--- config.mk ---
export PLATFORM = sky130hd
export DESIGN_NAME = fp_mul_pipe_arb_ctrl
export DESIGN_NICKNAME = d
export VERILOG_FILES = /design/src/rtl/fp_mul_pipe_arb_ctrl.sv
export SDC_FILE = /design/constraint.sdc
export NUM_CORES = 1
export LEC_CHECK = 0
export CAP_MARGIN = 10
export CORE_MARGIN = 1.5
export CORE_UTILIZATION = 40
export CTS_CLUSTER_SIZE = 8
export DETAILED_ROUTE_END_ITERATION = 10
export HOLD_SLACK_MARGIN = 0.02
export PLACE_DENSITY = 0.69
export REMOVE_ABC_BUFFERS = 1
export SKIP_CTS_REPAIR_TIMING = 1
export SYNTH_ARGS = -nofsm -noshare
export SYNTH_HDL_FRONTEND = slang
export SYNTH_SLANG_ARGS = --single-unit
--- constraint.sdc ---
create_clock -name clk -period 3.3 [get_ports clk]
set_clock_uncertainty 0.2 [all_clocks]
set_input_delay 0.66 -clock clk [delete_from_list [all_inputs] [get_ports clk]]
set_output_delay 0.66 -clock clk [all_outputs]
set_load 0.02 [all_outputs]
--- src/rtl/fp_mul_pipe_arb_ctrl.sv ---
// Purpose : round-robin arbiter + valid/tag token pipeline steering one shared pipelined FP multiplier.
// Latency : LAT cycles from grant to out_valid; one result per cycle when out_ready is held high.
// Backpr. : out_valid & ~out_ready freezes the whole pipe (mul_en=0) and blocks new grants.
//
// Ports:
//   clk, rst          clock, synchronous active-high reset (dominates flush and all inputs)
//   req / gnt         per-requester operand valid / combinational one-hot grant
//   op_sel, op_valid  operand-mux select (0 when idle) and "token enters stage 0 this edge"
//   mul_en            common stage enable for every datapath register stage
//   flush             kills every in-flight token; the round-robin pointer is untouched
//   out_valid/out_tag/out_ready  result handshake and owning requester index
//   busy              any token in flight
// Optional: define FP_MUL_ARB_PERF_EN to add saturating perf_issue/perf_stall/perf_done counters.

module fp_mul_pipe_arb_ctrl #(
    parameter int NREQ  = 4,
    parameter int LAT   = 4,
    parameter int TAG_W = 2
) (
    input  logic             clk,
    input  logic             rst,
    input  logic [NREQ-1:0]  req,
    output logic [NREQ-1:0]  gnt,
    output logic [TAG_W-1:0] op_sel,
    output logic             op_valid,
    output logic             mul_en,
    input  logic             flush,
    output logic             out_valid,
    output logic [TAG_W-1:0] out_tag,
    input  logic             out_ready,
    output logic             busy
`ifdef FP_MUL_ARB_PERF_EN
    ,
    output logic [31:0]      perf_issue,
    output logic [31:0]      perf_stall,
    output logic [31:0]      perf_done
`endif
);

    logic [LAT-1:0]   vld_q;
    logic [TAG_W-1:0] tag_q [LAT];
    logic [TAG_W-1:0] ptr_q;
    logic             found_hi;
    logic             found_lo;
    logic [NREQ-1:0]  gnt_hi;
    logic [NREQ-1:0]  gnt_lo;
    logic [TAG_W-1:0] sel_hi;
    logic [TAG_W-1:0] sel_lo;

    assign out_valid = vld_q[LAT-1];
    assign out_tag   = tag_q[LAT-1];
    assign busy      = |vld_q;
    // The only way the pipe can stall is a result that is not being taken.
    assign mul_en    = ~(vld_q[LAT-1] & ~out_ready);

    // Round-robin search split in two halves: the first request at or above the
    // pointer wins; only if there is none does the lowest request below it win.
    always_comb begin
        found_hi = 1'b0;
        found_lo = 1'b0;
        gnt_hi   = '0;
        gnt_lo   = '0;
        sel_hi   = '0;
        sel_lo   = '0;
        for (int i = 0; i < NREQ; i++) begin
            if (req[i] && !found_hi && (TAG_W'(i) >= ptr_q)) begin
                found_hi  = 1'b1;
                gnt_hi[i] = 1'b1;
                sel_hi    = TAG_W'(i);
            end
            if (req[i] && !found_lo) begin
                found_lo  = 1'b1;
                gnt_lo[i] = 1'b1;
                sel_lo    = TAG_W'(i);
            end
        end
    end

    always_comb begin
        gnt      = '0;
        op_sel   = '0;
        op_valid = 1'b0;
        if (mul_en) begin
            if (found_hi) begin
                gnt      = gnt_hi;
                op_sel   = sel_hi;
                op_valid = 1'b1;
            end else if (found_lo) begin
                gnt      = gnt_lo;
                op_sel   = sel_lo;
                op_valid = 1'b1;
            end
        end
    end

    always_ff @(posedge clk) begin
        if (rst) begin
            vld_q <= '0;
            ptr_q <= '0;
            for (int k = 0; k < LAT; k++) begin
                tag_q[k] <= '0;
            end
        end else begin
            // Tags simply follow the enable; their value only matters under vld.
            if (mul_en) begin
                tag_q[0] <= op_sel;
                for (int k = 1; k < LAT; k++) begin
                    tag_q[k] <= tag_q[k-1];
                end
            end
            // Flush wins over both shifting and stalling.
            if (flush) begin
                vld_q <= '0;
            end else if (mul_en) begin
                vld_q[0] <= op_valid;
                for (int k = 1; k < LAT; k++) begin
                    vld_q[k] <= vld_q[k-1];
                end
            end
            // A grant shown during flush is discarded, so it does not consume a turn.
            if (op_valid && !flush) begin
                if (op_sel == TAG_W'(NREQ - 1)) begin
                    ptr_q <= '0;
                end else begin
                    ptr_q <= op_sel + TAG_W'(1);
                end
            end
        end
    end

`ifdef FP_MUL_ARB_PERF_EN
    always_ff @(posedge clk) begin
        if (rst) begin
            perf_issue <= '0;
            perf_stall <= '0;
            perf_done  <= '0;
        end else begin
            if (op_valid && (perf_issue != 32'hFFFF_FFFF)) begin
                perf_issue <= perf_issue + 32'd1;
            end
            if (!mul_en && (perf_stall != 32'hFFFF_FFFF)) begin
                perf_stall <= perf_stall + 32'd1;
            end
            if (out_valid && out_ready && (perf_done != 32'hFFFF_FFFF)) begin
                perf_done <= perf_done + 32'd1;
            end
        end
    end
`endif

endmodule
### After elaboration in Yosys (flattened, before gate mapping)

Memory sizes are Yosys's and may differ from the RTL's.
Index checks and enable logic that the tools add are counted.
Widths: inputs -> output; s select.

* register bits: 6
* RAM bits: 8
* word-level logic and storage cells: 75
* memories: 1

* $add $sub $neg: 1
* $lt $le $gt $ge: 4
* equality and inequality tests: 1
* mux-type cells: 39
* bitwise gates (word level): 7
* reductions and logical operators: 20

Memory list
* tag_q: depth 4, bits a word 2, rd ports 4, clocked after Yosys merged registers in 0, wr ports 4, line 41 `logic [TAG_W-1:0] tag_q [LAT];`

Operators with widths (count)
* $mux 1: 24
* $mux 2: 12
* $mux 4: 3
* $logic_and 1x1->1: 11
* $logic_not 1->1: 7
* $ge 1x2->1 const A: 2
* $ge 2x2->1 const A: 2
* $or 1x1->1: 4
* $reduce_or 4->1: 1
* $add 2x1->2 const B: 1
* $eq 2x2->1 const B: 1
* $not 1->1: 2
* $reduce_or 2->1: 1
* $and 1x1->1: 1

### Longest topological paths before layout

* depth in word-level cells: 19
* gate-level depth with buffers: 8
* gate-level depth less buffers: 7

### Worst setup path before layout

Ideal clock, no wire load.

* path kind: input -> output
* start point: in out_ready
* end point: out op_sel[0]
* arrival: 1511 ps
* required time: 2440 ps
* setup slack: 929 ps
* cell stages on the path: 6
* buffers on the path: 1
* path through: nor2b_4 buf_6 inv_4 o2111a_2 a31oi_1 inv_1

* cells in the longest elaborated chain, start to end: 3

RTL lines
* start: declaration: line 30 `input logic out_ready,`
* $not 1->1: line 54 `assign mul_en = ~(vld_q[LAT-1] & ~out_ready);`
* $and 1x1->1: line 54
* $mux 2: line 83 `if (mul_en) begin`
* end: declaration: line 24 `output logic [TAG_W-1:0] op_sel,`

Every way passes these cells.

### Worst setup path in the final report

* start point: in req[2]
* end point: out op_valid

* cells in the longest elaborated chain, start to end: 9
* elaborated cells between the ends (all ways): 15
* classes of those cells: mux (7); reduce/logical (8)

RTL lines
* start: declaration: line 22 `input logic [NREQ-1:0] req,`
* $logic_and 1x1->1 (2 in series): line 66 `if (req[i] && !found_hi && (TAG_W'(i) >= ptr_q)) begin`
* $mux 1: line 66
* $logic_not 1->1: line 66
* $logic_and 1x1->1 (2 in series): line 66
* $mux 1: line 66
* $mux 1 (*): line 84 `if (found_hi) begin`
* $mux 1 (*): line 83
* end: declaration: line 25 `output logic op_valid,`

Every way passes the cells marked *; elsewhere a longest branch is shown, timed or not.

==> results.yml <==
run_status:
  status: "completed"
yosys:
  synth_largest_area_cell: "edfxtp_1"
  avgSynthCellArea_um2: 10.37
  synth_cells: 72
  yosysWarnings: 0
  synth-seq-cells: 14
  yosysSeqAreaShare_pct: 48.24
  synthTopCellsByArea: "edfxtp_1 32%, dfxtp_1 16%, and2_1 5.0%, nor2_1 5.0%, mux2i_1 4.0%"
  synth_area_um2: 747.0
  synth_top_area_share_pct: 32.16
  synth.distinct_cells: 31
routing:
  wl_mm: 1.331
  drtIter0Drc: 2
  post_drt_wl_per_cell_um: 10.91
  dr.pass1.iters: 4
  ant_nets: 0
  post-route-drc-count: 0
  vias: 581
  viasPerCell: 4.762
hold_path:
  whs_endpoint: "vld_q[3]"
  hold_class: "flop to flop"
  worstHoldStart: "vld_q[2]"
  hold-path-cell-count: 2
die:
  die_h_um: 46.22
  rows: 15
  die_w_um: 46.22
  io_pins: 20
  core-area_um2: 1745
  die-area_um2: 2136
  start_util_pct: 42.80
sta:
  hold_viol_final: 0
  tightest_slew_ps: 410.3
  drv_slew: 0
  timing.fmax_mhz: 316.0
  rsz0062_at_grt: "false"
  tns_ps: 0
  maxSlewHeadroom_pct: 72.43
  layout_setup_ws_ps: 135.8
  setup_violations: 0
  period_minus_slack_ps: 3164
  finalCritPeriodShare_pct: 95.89
grt:
  grt_util_all_layers_pct: 14.39
  gr-total-overflow: 0
  grt_max_degree: 11
  antenna_found_initial: 0
  grt_pass1_vias: 491
  grt_pass1_wl_mm: 2.180
critical_path:
  cp.arrival_ps: 2300
  r2r_setup_slack_ps: 1640
  reg2reg_depth: 5
  timing.rr.start: "ptr_q[1]"
  critPathRequiredTime_ps: 2440
  crit_path_start_kind: "input port"
  cp_max_fo: 4
  cp-end-kind: "primary output"
  reg2reg_to: "tag_q[0][0]"
  path_class: "input port to primary output"
pwr:
  swShare_pct: 26.88
  p_switching_w: 0.0001051
  power.leakage_nw: 0.4534
  pwr-share-clk_pct: 25.1
  power_density_nw_per_um2: 383.5
  ir_drop_v: 0.0002800
  power_frac_seq_pct: 50.7
  power_frac_comb_pct: 24.2
  power.internal_w: 0.0002859
cts:
  htreeDepth: 1
  clock_path_buffers: 2
  cts_tree: "built"
  cts_buffers: 3
  cts_sinks: 14
  worstSkewPairLatency_ps: 280
  root_buffer: "clkbuf_4"
  path_clk_slew_ps: 80
placement:
  dp_cells: 118
  dpl-instance-area_um2: 983.4
  dp_hpwl_mm: 1.024
  place_congestion: 0.7661
  place_ws_ps: -15.49
  portBuffers: 19
final_layout:
  nets: 106
  antenna_cells: 0
  utilization_pct: 58.42
  final_cells: 122
  synthToLayoutAreaGrowth_pct: 36.52
  drive_gt1_share_pct: 20.62
  fin_area_um2: 1020
flow_run:
  maxCapViolCount: 0
per-layer routing:
metal | part of all wire, % | up-vias | GRT usage [%] | routed length [um]
met3 | 5.3 | 0 | 6.275 | 70
met4 | 0 | 0 | 3.429 | 0
met1 | 52 | 265 | 20.87 | 698
li1 | - | 304 | - | -
met5 | 0 | - | 0 | 0
met2 | 42 | 12 | 19.44 | 562
power groups by stage:
stage / clock, W / sequential [W] / combinational, W
global route: 0.000107 / 0.000199 / 0.000102
CTS: 0.000102 / 0.000198 / 0.0000969
global placement: 0 / 0.000202 / 0.0000961
floorplan: 0 / 0.000201 / 0.0000518
finish: 0.0000981 / 0.000198 / 0.0000945
detailed placement: 0 / 0.000202 / 0.0000963
worst max path at each step:
stage          startpoint   endpoint  slack, ps  cells past startpoint
2_1_floorplan   out_ready  op_sel[0]        900                      5
3_3_place_gp       req[0]     gnt[2]        -10                      7
3_5_place_dp       req[0]     gnt[2]        -20                      7
4_1_cts            req[0]     gnt[2]        -30                      7
5_1_grt            req[2]   op_valid          9                      6
6_report           req[2]   op_valid        140                      6
layout by cell type, fill, tap and decap left out, types with 2 or more instances in the layout:
cell type / count
nor2b_4: 2
mux2i_1: 3
and2_1: 6
nand2_1: 5
a21oi_1: 2
nor3_1: 6
buf_4: 6
dlymetal6s2s_1: 4
clkdlybuf4s50_1: 15
nor2_1: 10
edfxtp_1: 8
o21ai_0: 2
dfxtp_1: 6
clkbuf_4: 3
sequential cells by signal, summed over array words and instances (netlist names):
name,flops
tag_q,8
vld_q,4
ptr_q,2
through the flow:
step | hold slack (ps) | power (W)
floorplan | 275.4 | 0.0002531
finish | 307.7 | 0.0003910
global placement | 294.8 | 0.0002983
global route | 341.9 | 0.0004084
CTS | 308.2 | 0.0003973
detailed placement | 307.7 | 0.0002988
kinds of logic after synthesis:
kind of cell           count (synthesis)  synth area share, %
AOI/OAI and AO/OA                     13                16.25
buffers and inverters                  7                6.028
DFF                                   14                48.24
muxes                                  3                4.020
and+or+nand+nor                       35                25.47
worst max-delay path: stages:
cell and delay (ps):
clkdlybuf4s50_1 450, buf_4 170, nor4_1 280, buf_4 160
nor2_1 40, clkdlybuf4s50_1 530
layout make-up:
class / count / area, um^2
Clock buffer: 3 / 22.52
Clock inverter: 1 / 3.754
Fill cell: 162 / 725.7
Inverter: 3 / 15.01
Multi-Input combinational cell: 51 / 341.6
Sequential cell: 14 / 360.3
Tap cell: 25 / 31.28
Timing Repair Buffer: 25 / 245.2
cell usage after synthesis:
cell type	count
buf_6	1
and3_1	1
dfxtp_1	6
mux2i_1	3
a211oi_2	1
o21ai_0	2
clkbuf_1	1
nor2b_4	2
a21oi_2	1
a21oi_1	2
nor3_1	6
a31o_4	1
a31oi_1	1
nand2_2	1
or4_1	1
nor2b_1	1
and2_1	6
inv_1	1
buf_4	2
o21bai_1	1
nand2b_1	1
nor2_1	10
nand2_1	5
o21ba_2	1
nor4_1	1
o2111a_2	1
a21boi_0	1
clkinv_2	1
inv_4	1
edfxtp_1	8
o21bai_4	1
(Power assumes the default switching activity.)
